==> config.mk <==
export PLATFORM = sky130hd
export DESIGN_NAME = credential_entry_flat
export DESIGN_NICKNAME = d
export VERILOG_FILES = /design/src/rtl/cred_pkg.sv /design/src/rtl/credential_entry_if.sv /design/src/rtl/btn_debounce.sv /design/src/rtl/credential_entry.sv /design/src/flat_wrapper.sv
export SDC_FILE = /design/constraint.sdc
export NUM_CORES = 1
export LEC_CHECK = 0
export BUFFER_PORTS_ARGS = -buffer_cell sky130_fd_sc_hd__buf_2
export CAP_MARGIN = 20
export CORE_MARGIN = 2
export CORE_UTILIZATION = 56
export DETAILED_ROUTE_END_ITERATION = 10
export MAX_ROUTING_LAYER = met4
export PLACE_DENSITY = 0.78
export SYNTH_ARGS = -nofsm -noshare
export SYNTH_HDL_FRONTEND = slang
export SYNTH_SLANG_ARGS = --single-unit
==> constraint.sdc <==
create_clock -name clk -period 2.7 [get_ports clk]
set_input_delay 0 -clock clk [delete_from_list [all_inputs] [get_ports clk]]
set_output_delay 0 -clock clk [all_outputs]
set_load 0.02 [all_outputs]
==> src/rtl/cred_pkg.sv <==
// Shared constants for the credential entry block: FSM encoding, digit capacity
// and the flag-kind codes driven by the unlock stage.
package cred_pkg;
  localparam int MAX_DIGITS = 8;

  localparam logic [1:0] ST_ENTRY     = 2'd0;
  localparam logic [1:0] ST_FLAG_WAIT = 2'd1;
  localparam logic [1:0] ST_LOCKOUT   = 2'd2;
  localparam logic [1:0] ST_RELEASE   = 2'd3;

  localparam logic FLAG_WRONG_PW = 1'b0;
  localparam logic FLAG_LOCKOUT  = 1'b1;

  typedef logic [3:0] nibble_t;
endpackage

==> src/rtl/credential_entry_if.sv <==
// Bus between the unlock stage / switch panel (master) and credential_entry (slave).
interface credential_entry_if;
  import cred_pkg::*;

  nibble_t digit_sw;
  logic    btn_enter;
  logic    btn_back;
  logic    resetCount;
  logic    flag;
  logic    flagSelect;
  logic [3:0] inputCount;
  nibble_t userNameInput0, userNameInput1, userNameInput2, userNameInput3;
  nibble_t passwordInput0, passwordInput1, passwordInput2, passwordInput3;
  logic    flagResolve;
  logic    lockout_active;

  modport master (
    output digit_sw, btn_enter, btn_back, resetCount, flag, flagSelect,
    input  inputCount, userNameInput0, userNameInput1, userNameInput2, userNameInput3,
           passwordInput0, passwordInput1, passwordInput2, passwordInput3,
           flagResolve, lockout_active
  );

  modport slave (
    input  digit_sw, btn_enter, btn_back, resetCount, flag, flagSelect,
    output inputCount, userNameInput0, userNameInput1, userNameInput2, userNameInput3,
           passwordInput0, passwordInput1, passwordInput2, passwordInput3,
           flagResolve, lockout_active
  );
endinterface

==> src/rtl/btn_debounce.sv <==
// Synchronises and debounces one raw push-button, emitting a single-cycle pulse
// on each accepted 0->1 transition.
module btn_debounce #(
  parameter logic [19:0] DEBOUNCE_CYCLES = 20'd1000000
) (
  input  logic clk,
  input  logic rst_n,
  input  logic raw,
  output logic pressed
);
  logic [1:0]  sync_q;
  logic        stable_q;
  logic [19:0] cnt_q;
  logic        pressed_q;
  logic        accept;

  // cnt_q counts consecutive samples that disagree with the accepted level
  assign accept = (sync_q[1] != stable_q) &&
                  (({1'b0, cnt_q} + 21'd1) >= {1'b0, DEBOUNCE_CYCLES});

  always_ff @(posedge clk or negedge rst_n) begin
    if (!rst_n) begin
      sync_q    <= 2'b00;
      stable_q  <= 1'b0;
      cnt_q     <= '0;
      pressed_q <= 1'b0;
    end else begin
      sync_q    <= {sync_q[0], raw};
      pressed_q <= 1'b0;
      if (sync_q[1] == stable_q) begin
        cnt_q <= '0;
      end else if (accept) begin
        stable_q  <= sync_q[1];
        cnt_q     <= '0;
        pressed_q <= sync_q[1];
      end else begin
        cnt_q <= cnt_q + 20'd1;
      end
    end
  end

  assign pressed = pressed_q;
endmodule

==> src/rtl/credential_entry.sv <==
// Collects up to eight digits (4 username + 4 password) from switches and buttons,
// and handles wrong-password acknowledge and timed lockout for the unlock stage.
module credential_entry
  import cred_pkg::*;
#(
  parameter logic [19:0] DEBOUNCE_CYCLES = 20'd1000000,
  parameter logic [31:0] LOCKOUT_CYCLES  = 32'd500000000
) (
  input  logic clk,
  input  logic rst_n,
  credential_entry_if.slave bus
);
  logic        enter_p, back_p;
  logic        rc_q, rc_edge;
  logic [1:0]  state_q, state_d;
  logic [3:0]  count_q, count_d;
  logic [MAX_DIGITS-1:0][3:0] digits_q, digits_d;
  logic [31:0] lk_q, lk_d;
  logic        flag_resolve;
  logic [2:0]  last_idx;
  logic        lk_done;

  btn_debounce #(.DEBOUNCE_CYCLES(DEBOUNCE_CYCLES)) u_db_enter (
    .clk(clk), .rst_n(rst_n), .raw(bus.btn_enter), .pressed(enter_p)
  );
  btn_debounce #(.DEBOUNCE_CYCLES(DEBOUNCE_CYCLES)) u_db_back (
    .clk(clk), .rst_n(rst_n), .raw(bus.btn_back), .pressed(back_p)
  );

  assign rc_edge  = bus.resetCount & ~rc_q;
  assign last_idx = count_q[2:0] - 3'd1;
  assign lk_done  = ({1'b0, lk_q} + 33'd1) >= {1'b0, LOCKOUT_CYCLES};

  always_comb begin
    state_d      = state_q;
    count_d      = count_q;
    digits_d     = digits_q;
    lk_d         = lk_q;
    flag_resolve = 1'b0;
    // A resetCount edge wins over any button pulse in the same cycle
    if (rc_edge) begin
      count_d  = '0;
      digits_d = '0;
    end
    case (state_q)
      ST_ENTRY: begin
        if (bus.flag) begin
          state_d  = (bus.flagSelect == FLAG_LOCKOUT) ? ST_LOCKOUT : ST_FLAG_WAIT;
          count_d  = '0;
          digits_d = '0;
          lk_d     = '0;
        end else if (!rc_edge) begin
          if (enter_p && (count_q < 4'(MAX_DIGITS))) begin
            digits_d[count_q[2:0]] = bus.digit_sw;
            count_d                = count_q + 4'd1;
          end else if (back_p && (count_q != 4'd0)) begin
            digits_d[last_idx] = 4'd0;
            count_d            = count_q - 4'd1;
          end
        end
      end
      ST_FLAG_WAIT: begin
        if (!bus.flag) begin
          state_d = ST_ENTRY;
        end else if (enter_p) begin
          flag_resolve = 1'b1;
          state_d      = ST_RELEASE;
        end
      end
      ST_LOCKOUT: begin
        if (!bus.flag) begin
          state_d = ST_ENTRY;
          lk_d    = '0;
        end else if (lk_done) begin
          flag_resolve = 1'b1;
          lk_d         = '0;
          state_d      = ST_RELEASE;
        end else begin
          lk_d = lk_q + 32'd1;
        end
      end
      ST_RELEASE: begin
        if (!bus.flag) state_d = ST_ENTRY;
      end
      default: state_d = ST_ENTRY;
    endcase
  end

  always_ff @(posedge clk or negedge rst_n) begin
    if (!rst_n) begin
      state_q  <= ST_ENTRY;
      count_q  <= '0;
      digits_q <= '0;
      lk_q     <= '0;
      rc_q     <= 1'b0;
    end else begin
      state_q  <= state_d;
      count_q  <= count_d;
      digits_q <= digits_d;
      lk_q     <= lk_d;
      rc_q     <= bus.resetCount;
    end
  end

  // First entered digit is the username MSB nibble
  assign bus.inputCount     = count_q;
  assign bus.userNameInput3 = digits_q[0];
  assign bus.userNameInput2 = digits_q[1];
  assign bus.userNameInput1 = digits_q[2];
  assign bus.userNameInput0 = digits_q[3];
  assign bus.passwordInput3 = digits_q[4];
  assign bus.passwordInput2 = digits_q[5];
  assign bus.passwordInput1 = digits_q[6];
  assign bus.passwordInput0 = digits_q[7];
  assign bus.flagResolve    = flag_resolve;
  assign bus.lockout_active = (state_q == ST_LOCKOUT);
endmodule

==> src/flat_wrapper.sv <==
// flat-port wrapper written by rule: the top's interface ports become plain ports
module credential_entry_flat import cred_pkg::*;
#(
  parameter logic [19:0] DEBOUNCE_CYCLES = 20'd1000000,
  parameter logic [31:0] LOCKOUT_CYCLES  = 32'd500000000
)
  (clk, rst_n, bus_digit_sw, bus_btn_enter, bus_btn_back, bus_resetCount, bus_flag, bus_flagSelect, bus_inputCount, bus_userNameInput0, bus_userNameInput1, bus_userNameInput2, bus_userNameInput3, bus_passwordInput0, bus_passwordInput1, bus_passwordInput2, bus_passwordInput3, bus_flagResolve, bus_lockout_active);
  credential_entry_if bus_i ();
  input  logic clk;
  input  logic rst_n;
  input wire logic [$bits(bus_i.digit_sw)-1:0] bus_digit_sw;
  input wire logic [$bits(bus_i.btn_enter)-1:0] bus_btn_enter;
  input wire logic [$bits(bus_i.btn_back)-1:0] bus_btn_back;
  input wire logic [$bits(bus_i.resetCount)-1:0] bus_resetCount;
  input wire logic [$bits(bus_i.flag)-1:0] bus_flag;
  input wire logic [$bits(bus_i.flagSelect)-1:0] bus_flagSelect;
  output wire logic [$bits(bus_i.inputCount)-1:0] bus_inputCount;
  output wire logic [$bits(bus_i.userNameInput0)-1:0] bus_userNameInput0;
  output wire logic [$bits(bus_i.userNameInput1)-1:0] bus_userNameInput1;
  output wire logic [$bits(bus_i.userNameInput2)-1:0] bus_userNameInput2;
  output wire logic [$bits(bus_i.userNameInput3)-1:0] bus_userNameInput3;
  output wire logic [$bits(bus_i.passwordInput0)-1:0] bus_passwordInput0;
  output wire logic [$bits(bus_i.passwordInput1)-1:0] bus_passwordInput1;
  output wire logic [$bits(bus_i.passwordInput2)-1:0] bus_passwordInput2;
  output wire logic [$bits(bus_i.passwordInput3)-1:0] bus_passwordInput3;
  output wire logic [$bits(bus_i.flagResolve)-1:0] bus_flagResolve;
  output wire logic [$bits(bus_i.lockout_active)-1:0] bus_lockout_active;
  assign bus_i.digit_sw = bus_digit_sw;
  assign bus_i.btn_enter = bus_btn_enter;
  assign bus_i.btn_back = bus_btn_back;
  assign bus_i.resetCount = bus_resetCount;
  assign bus_i.flag = bus_flag;
  assign bus_i.flagSelect = bus_flagSelect;
  assign bus_inputCount = bus_i.inputCount;
  assign bus_userNameInput0 = bus_i.userNameInput0;
  assign bus_userNameInput1 = bus_i.userNameInput1;
  assign bus_userNameInput2 = bus_i.userNameInput2;
  assign bus_userNameInput3 = bus_i.userNameInput3;
  assign bus_passwordInput0 = bus_i.passwordInput0;
  assign bus_passwordInput1 = bus_i.passwordInput1;
  assign bus_passwordInput2 = bus_i.passwordInput2;
  assign bus_passwordInput3 = bus_i.passwordInput3;
  assign bus_flagResolve = bus_i.flagResolve;
  assign bus_lockout_active = bus_i.lockout_active;
  credential_entry #(.DEBOUNCE_CYCLES(DEBOUNCE_CYCLES), .LOCKOUT_CYCLES(LOCKOUT_CYCLES)) u_core (.clk(clk), .rst_n(rst_n), .bus(bus_i));
endmodule
==> key figures, run 1 <==
Yosys
  – Ys Warns: 0
  – Ys flop type: dfrtp_1
  – Syn_nets: ~870
  – Syn Std Cell Area: between 7000 and 8000 um^2
  – Post-synth cell types: ~80
  – Synth Area per Inst: between 8 and 9 um^2
  – Seq/Total Area, Yosys: approximately two fifths
  – Asr flop ratio synth: 100.0%
  – Synth Instances: around 850
  – Number of enable flip-flop cells after synthesis: 0
  – Number of synthesized register bits: 119

Pwr
  – Psw: between 1500 and 2000 uW
  – LEAKAGE: 0.004121 uW
  – Internal: 3625 uW
  – Seq pwr share: a little under two fifths
  – Clock power frac: between 40 and 50%
  – Power Dens Cells: between 500 and 600 nW/um^2
  – Switching fraction of total power: between 30% and 40%
  – Maximum VDD drop: roughly 0.00040 V
  – Logic pwr share: between 10% and 20%

Setup path
  – Crit path cell chain: nand4_4, nor4_4, buf_4, nand4_1, mux2i_2, nand3_4, buf_4, o21bai_1, nor3b_2, buf_4
  – Crit Path Max Fanout: 6
  – Slowest CP cell: dfrtp_1
  – Reg-to-reg startpoint: u_core.lk_q[9]
  – R2R Setup Slk: -0.11 ns
  – CP required: 2.70 ns
  – Crit path kind: reg2out
  – Crit start category: register
  – CP arrival: 2.83 ns
  – Crit path buf inv count: 3
  – CP Capture Type: output pin
  – Crit-path max cell delay: ~0.43 ns
  – CP delay by family, top: simple AND/OR/NAND/NOR gates
  – Worst r2r dst: u_core.lk_q[11]
  – Worst reg2reg path depth: 13
  – Most Frequent Cell on Critical Path: buf_4

Routing
  – DRT Wirelength: 21130 um
  – Number of DRC markers in iteration 0: around 830
  – Via count: roughly 7300
  – WL/cell: 18.14 um
  – TritonRoute pass-1 iters: 5
  – DRC Markers: 0
  – Vias per inst: approximately 6.2
  – Antenna Violating Nets Remaining: 0

Floorplanning
  – Starting Density: around 57%
  – # rows: 42
  – Die area: about 14000 um^2
  – CORE AREA: 13140 um^2
  – Die Y-Extent: around 120 um
  – Die W: roughly 120 um
  – # IOs: 49

STA
  – Worst Max-Slew Pin Slew: 0.7498 ns
  – Final WS setup: -0.1332 ns
  – RSZ-0062 raised after global routing: true
  – Final slew viol count: 0
  – Setup TNS: -0.7943 ns
  – Final Skew: slightly below 0.007 ns
  – Final min period: 2.833 ns
  – Endpoints failing hold: 0
  – Slew Limit Headroom: 50.01%
  – Tcrit/Tclk final: 104.9%
  – Achievable Freq: about 0.35 GHz
  – # setup viols final: 16

Place
  – PortBufs: 48
  – RD Place Congestion: between 0.9 and 1
  – HPWL after DPL: 13750 um

Clocking
  – CTS tree: built
  – Total number of H-tree levels: 4
  – CTS max path bufs: 2
  – Worst-path clk slew: roughly 0.06 ns
  – Clock latency on the worst-skew pair: just over 0.4 ns
  – Total clock sinks: 119
  – Num CTS Buffers: 17
  – Clk root buf: clkbuf_16

Run status
  – Failing checks: negative setup slack
  – Outcome: finished, violations left

Global routing
  – Initial antenna violation count: 0
  – Grt ovf: 0
  – Wire length of the first global-routing pass: around 35000 um
  – Tot GR Track Use: just over 30%
  – Largest net degree at the start of global routing: between 50 and 60
  – Vias in the first global route: between 6000 and 7000

Final layout
  – Most common cell after layout, fill and taps aside: dfrtp_1
  – Layout Utilization: between 70% and 80%
  – # nets final: between 900 and 1000
  – Layout area overhead: 26.24%
  – Commonest non-fill, non-tap cells in the layout: dfrtp_1, nor2_1, buf_4
  – # diodes: 0
  – Layout cells sized above 1: a little under a quarter

Worst hold path
  – HP Class: in2async

Flow run
  – Max-cap violations: 0
## metal layers
layer  wire length, um  vias up  GRT usage, %  share of wire (%)
met1              9444     3510         42.58                 45
li1                  -     3397             -                  -
met4               421        0         9.706                2.0
met3              1377       48         6.749                6.5
met5                 0        -             -                  0
met2              9889      323         45.21                 47
## how the worst max path moves through the flow
stage              startpoint  slack [ns]                end  cells past startpoint
3_5_place_dp   u_core.lk_q[0]       -0.06  u_core.state_q[1]                     10
4_1_cts        u_core.lk_q[0]       -0.15    bus_flagResolve                     12
2_1_floorplan  u_core.lk_q[0]        0.04  u_core.state_q[0]                      9
3_3_place_gp   u_core.lk_q[1]       0.004    u_core.lk_q[23]                     10
5_1_grt        u_core.lk_q[0]       -0.28    bus_flagResolve                     12
6_report       u_core.lk_q[9]       -0.13    bus_flagResolve                     10
## synth_stat cells, types with 7 or more instances
library cell | number | share of area (%)
o221ai_1 | 7 | 0.82
nor4_1 | 18 | 1.5
inv_1 | 24 | 1.2
nor2_1 | 93 | 4.7
buf_2 | 16 | 1.1
o211ai_1 | 40 | 4.0
nand4_1 | 25 | 2.1
a31oi_1 | 11 | 0.92
and3_1 | 24 | 2.0
a22o_1 | 28 | 3.3
mux2i_1 | 8 | 1.1
a22oi_1 | 8 | 0.80
nand2_1 | 91 | 4.6
o21ai_0 | 31 | 2.1
clkbuf_1 | 27 | 1.4
xor2_1 | 20 | 2.3
a211o_1 | 8 | 0.94
ha_1 | 10 | 1.7
and2_1 | 14 | 1.2
a21oi_1 | 27 | 1.8
nand3_1 | 46 | 3.1
xnor2_1 | 19 | 2.2
nor3_1 | 15 | 1.0
dfrtp_1 | 119 | 40
## worst register-to-register path, stage by stage (launching register included)
cell,delay (ns)
dfrtp_1,0.43
nand4_4,0.19
or4_4,0.60
nor3_4,0.19
a211oi_4,0.08
a2bb2oi_2,0.24
a21oi_4,0.09
buf_8,0.12
buf_4,0.13
buf_12,0.12
buf_12,0.12
buf_4,0.13
o211ai_1,0.16
nand3_1,0.08
## metrics by stage
stage / total power [uW] / cells / area (um^2) / worst slack [ns] / hold WS (ns)
2_1_floorplan: 2529 / 851 / 7482 / 0.03996 / -0.2956
3_3_place_gp: 2917 / 1108 / 8391 / 0.003900 / 0.06147
3_5_place_dp: 2937 / 1108 / 8391 / -0.05541 / 0.06553
4_1_cts: 5249 / 1158 / 9264 / -0.1541 / 0.1120
5_1_grt: 5473 / 1165 / 9445 / -0.2818 / 0.1442
6_report: 5270 / 1165 / 9445 / -0.1332 / 0.1429
## sequential cells by signal (all words and copies together) (netlist names), 4 cells and up
signal / cells
u_core.bus.userNameInput1: 4
u_core.u_db_enter.cnt_q: 20
u_core.bus.userNameInput0: 4
u_core.bus.inputCount: 4
u_core.bus.passwordInput1: 4
u_core.bus.userNameInput2: 4
u_core.bus.userNameInput3: 4
u_core.bus.passwordInput3: 4
u_core.bus.passwordInput0: 4
u_core.lk_q: 32
u_core.bus.passwordInput2: 4
u_core.u_db_back.cnt_q: 20
## area by class of cell
class | count | area [um^2]
Multi-Input combinational cell | 655 | 4354
Sequential cell | 119 | 2988
Clock inverter | 13 | 147.6
Tap cell | 176 | 220.2
Inverter | 25 | 93.84
Fill cell | 990 | 3692
Clock buffer | 19 | 442.9
Timing Repair Buffer | 158 | 1199
## power groups by stage
stage               Clock (uW)  Combinational (uW)  Sequential (uW)
floorplan                    0                 566             1960
detailed placement           0                 965             1970
finish                    2260                1050             1960
global placement             0                 948             1970
global route              2370                1130             1970
CTS                       2280                1010             1960
## cells by family (layout without fill, tap and decap cells)
logic type / Yosys count / after routing / synth area share (%)
flops: 119 / 119 / 39.80
xor+xnor: 40 / 40 / 4.783
fa+ha+maj: 10 / 10 / 1.672
simple gates: 371 / 371 / 25.23
compound gates: 219 / 220 / 21.89
mux: 14 / 14 / 1.973
buf+inv: 78 / 215 / 4.649
## repair_timing
item                                    in CTS  in global routing
cloned                                       1                  0
endpoints found under the setup margin      17                 69
setup buffers                                8                  9
pin swaps                                   10                 19
gates resized for setup                     29                 38
hold buffers                                 9                  0
hold endpoints to repair                    52                  0
Power figures use the tool's default switching activity.
==> inputs of run 2 (changes only) <==
--- a/config.mk
+++ b/config.mk
@@ -12,6 +12,7 @@
 export DETAILED_ROUTE_END_ITERATION = 10
 export MAX_ROUTING_LAYER = met4
 export PLACE_DENSITY = 0.78
+export SETUP_SLACK_MARGIN = 0.15
 export SYNTH_ARGS = -nofsm -noshare
 export SYNTH_HDL_FRONTEND = slang
 export SYNTH_SLANG_ARGS = --single-unit
==> run 2 against run 1 <==
Against the previous run:
- the run still ends with negative setup slack left
- worst setup slack got worse by 0.10 ns
- clock-buffer cell count is the same
- sequential power hardly changed
- combinational power increased by 7%
- critical path depth is 2 higher
- sequential share of layout area decreased by 0.95 points
- non-clock buffer count grew 18
- design area is 3.5% higher
- final cell count is 1.5% higher
- largest power group unchanged
==> key figures, run 2 (synthesis gave the netlist of run 1 again) <==
Floorplanning
  – # IOs: 49 (unchanged)
  – CORE AREA: 13140 um^2 (unchanged)
  – # rows: 42 (unchanged)
  – Die Y-Extent: 119.6 um (unchanged)
  – Die area: 14300 um^2 (unchanged)
  – Starting Density: 56.95% (unchanged)
  – Die W: 119.6 um (unchanged)

Pwr
  – Power Dens Cells: 541.0 nW/um^2 (-3.0%)
  – LEAKAGE: 0.004301 uW (+4.4%)
  – Maximum VDD drop: 0.0005817 V (+46%)

STA
  – RSZ-0062 raised after global routing: true
  – Final Skew: 0.006369 ns (-0.0005284 ns)
  – # setup viols final: 28 (+12)
  – Min Hold Slack: 0.1063 ns (-0.03655 ns)
  – Slew Limit Headroom: 46.39% (-3.6 points)
  – Final WS setup: -0.2372 ns (-0.1040 ns)
  – Achievable Freq: 0.3405 GHz (-3.5%)
  – Final min period: 2.937 ns (+0.1040 ns)
  – Worst Max-Slew Pin Slew: 0.8042 ns (+0.05441 ns)
  – Tcrit/Tclk final: 108.8% (+3.9 points)
  – Setup TNS: -3.877 ns (-3.083 ns)
  – Endpoints failing hold: 0 (unchanged)
  – Final slew viol count: 0 (unchanged)

Setup path
  – Slowest CP cell: dfrtp_2
  – CP Capture Type: output pin
  – Crit path buf inv count: 4 (+1)
  – Most Frequent Cell on Critical Path: buf_4
  – Crit Path Max Fanout: 5 (-1)
  – CP required: 2.70 ns (about the same)
  – Crit-path max cell delay: 0.39 ns (-0.04 ns)
  – CP delay by family, top: compound AO/OA/AOI/OAI gates
  – Crit start category: register
  – Crit path cell chain: buf_4, and4_2, nand2_1, buf_4, o21ai_0, o31a_2, o2111ai_4, a21oi_4, buf_12, o21bai_1, nor3b_2, buf_4
  – CP arrival: 2.94 ns (+0.11 ns)
  – Crit path kind: reg2out

Final layout
  – Max reg flops: 32 (unchanged)
  – Biggest regs: u_core.lk_q: 32 flops, u_core.u_db_back.cnt_q: 20 flops, u_core.u_db_enter.cnt_q: 20 flops
  – # diodes: 0 (unchanged)
  – Layout area overhead: 30.62%
  – Layout cells sized above 1: 28.53% (+4.6 points)
  – Commonest non-fill, non-tap cells in the layout: buf_4, dfrtp_1, nor2_1
  – Most common cell after layout, fill and taps aside: buf_4
  – Most flops, register: u_core.lk_q
  – # nets final: 1014 (+1.7%)
  – Final instance area: 9773 um^2 (+3.5%)
  – Layout Utilization: 74.39% (+2.5 points)
  – Finished Layout Cells: 1182 (+1.5%)

Routing
  – Number of DRC markers in iteration 0: 1125 (+36%)
  – TritonRoute pass-1 iters: 7 (+2)
  – DRT Wirelength: 22460 um (+6.3%)
  – Via count: 7642 (+5.0%)
  – DRC Markers: 0 (unchanged)
  – WL/cell: 19.00 um (+4.8%)
  – Antenna Violating Nets Remaining: 0 (unchanged)
  – Vias per inst: 6.465 (+3.5%)

Global routing
  – Tot GR Track Use: 31.40% (+0.70 points)
  – Largest net degree at the start of global routing: 62 (+17%)
  – Wire length of the first global-routing pass: 35330 um (+2.3%)
  – Grt ovf: 0 (unchanged)
  – Vias in the first global route: 6997 (+1.6%)
  – Initial antenna violation count: 0 (unchanged)

Place
  – HPWL after DPL: 13120 um (-4.6%)
  – Placed inst area: 8293 um^2 (-1.2%)
  – PortBufs: 48 (unchanged)
  – RD Place Congestion: 0.9741 (+0.60%)
  – Placed instance count: 1093 (-1.4%)

Clocking
  – CTS tree: built
  – Clock latency on the worst-skew pair: 0.43 ns (+0.02 ns)
  – CTS max path bufs: 2 (unchanged)
  – Clk root buf: clkbuf_16
  – Total clock sinks: 119 (unchanged)
  – Total number of H-tree levels: 4 (unchanged)
  – Num CTS Buffers: 17 (unchanged)
  – Worst-path clk slew: 0.06 ns (about the same)

Run status
  – Outcome: finished, violations left
  – Failing checks: negative setup slack

Worst hold path
  – HP Class: in2reg

Flow run
  – Max-cap violations: 0 (unchanged)
run 2: cell type report:
| class | instances | area [um^2] |
|---|---|---|
| clock buffers | 19 | 452.9 |
| clock inverters | 13 | 120.1 |
| fillers | 867 | 3364 |
| inverters | 25 | 93.84 |
| multi-input cells | 654 | 4521 |
| flip-flops and latches | 119 | 2999 |
| well taps | 176 | 220.2 |
| repair buffers | 176 | 1366 |
run 2: report_power, final:
group          switching, uW  leakage [uW]  total [uW]  internal, uW
registers               96.0       0.00161        1960          1860
clock network            893      0.000265        2210          1320
logic                    709       0.00242        1120           406
total                   1700       0.00430        5290          3590
run 2: per-layer routing:
layer	GRT usage, %	wire length [um]	share of wire, %	vias up
li1	-	-	-	3451
met1	42.69	9128	41	3640
met2	47.18	10770	48	475
met3	7.082	1955	8.7	76
met4	9.779	604	2.7	0
met5	-	0	0	-
run 2: what timing repair did:
action,CTS,global route
resized for setup,54,46
setup buffers,34,13
gates cloned,1,0
hold endpoints to repair,67,0
hold buffers,9,0
pin swaps,23,16
endpoints found under the setup margin,46,72
run 2: metrics by stage:
| step | worst slack [ns] | total power (uW) |
|---|---|---|
| 2_1_floorplan | 0.1537 | 2542 |
| 3_3_place_gp | -0.08032 | 2883 |
| 3_5_place_dp | -0.1345 | 2903 |
| 4_1_cts | -0.1162 | 5227 |
| 5_1_grt | -0.3508 | 5483 |
| 6_report | -0.2372 | 5288 |
run 2: worst reg2reg max path: stages, from the launching register on:
cell	delay, ns
dfrtp_2	0.39
buf_4	0.13
and4_2	0.31
nand2_1	0.18
buf_4	0.22
o21ai_0	0.21
o31a_2	0.22
o2111ai_4	0.15
a21oi_4	0.21
buf_4	0.15
buf_6	0.09
buf_12	0.12
o21ai_4	0.07
buf_4	0.17
o41ai_2	0.19
run 2: path summary, 6_finish.rpt:
kind / start / endpoint / slack [ns] / cells past startpoint
worst max register to register: u_core.lk_q[0] / u_core.lk_q[21] / -0.22 / 14
min in group asynchronous: rst_n / u_core.lk_q[12] / 0.21 / 2
worst min register to register: u_core.u_db_back.sync_q[0] / u_core.u_db_back.sync_q[1] / 0.35 / 0
worst max-delay path: u_core.lk_q[0] / bus_flagResolve / -0.24 / 12
max in group asynchronous: rst_n / u_core.u_db_enter.cnt_q[8] / 1.66 / 3
worst min-delay path: bus_flag / u_core.lk_q[24] / 0.11 / 5
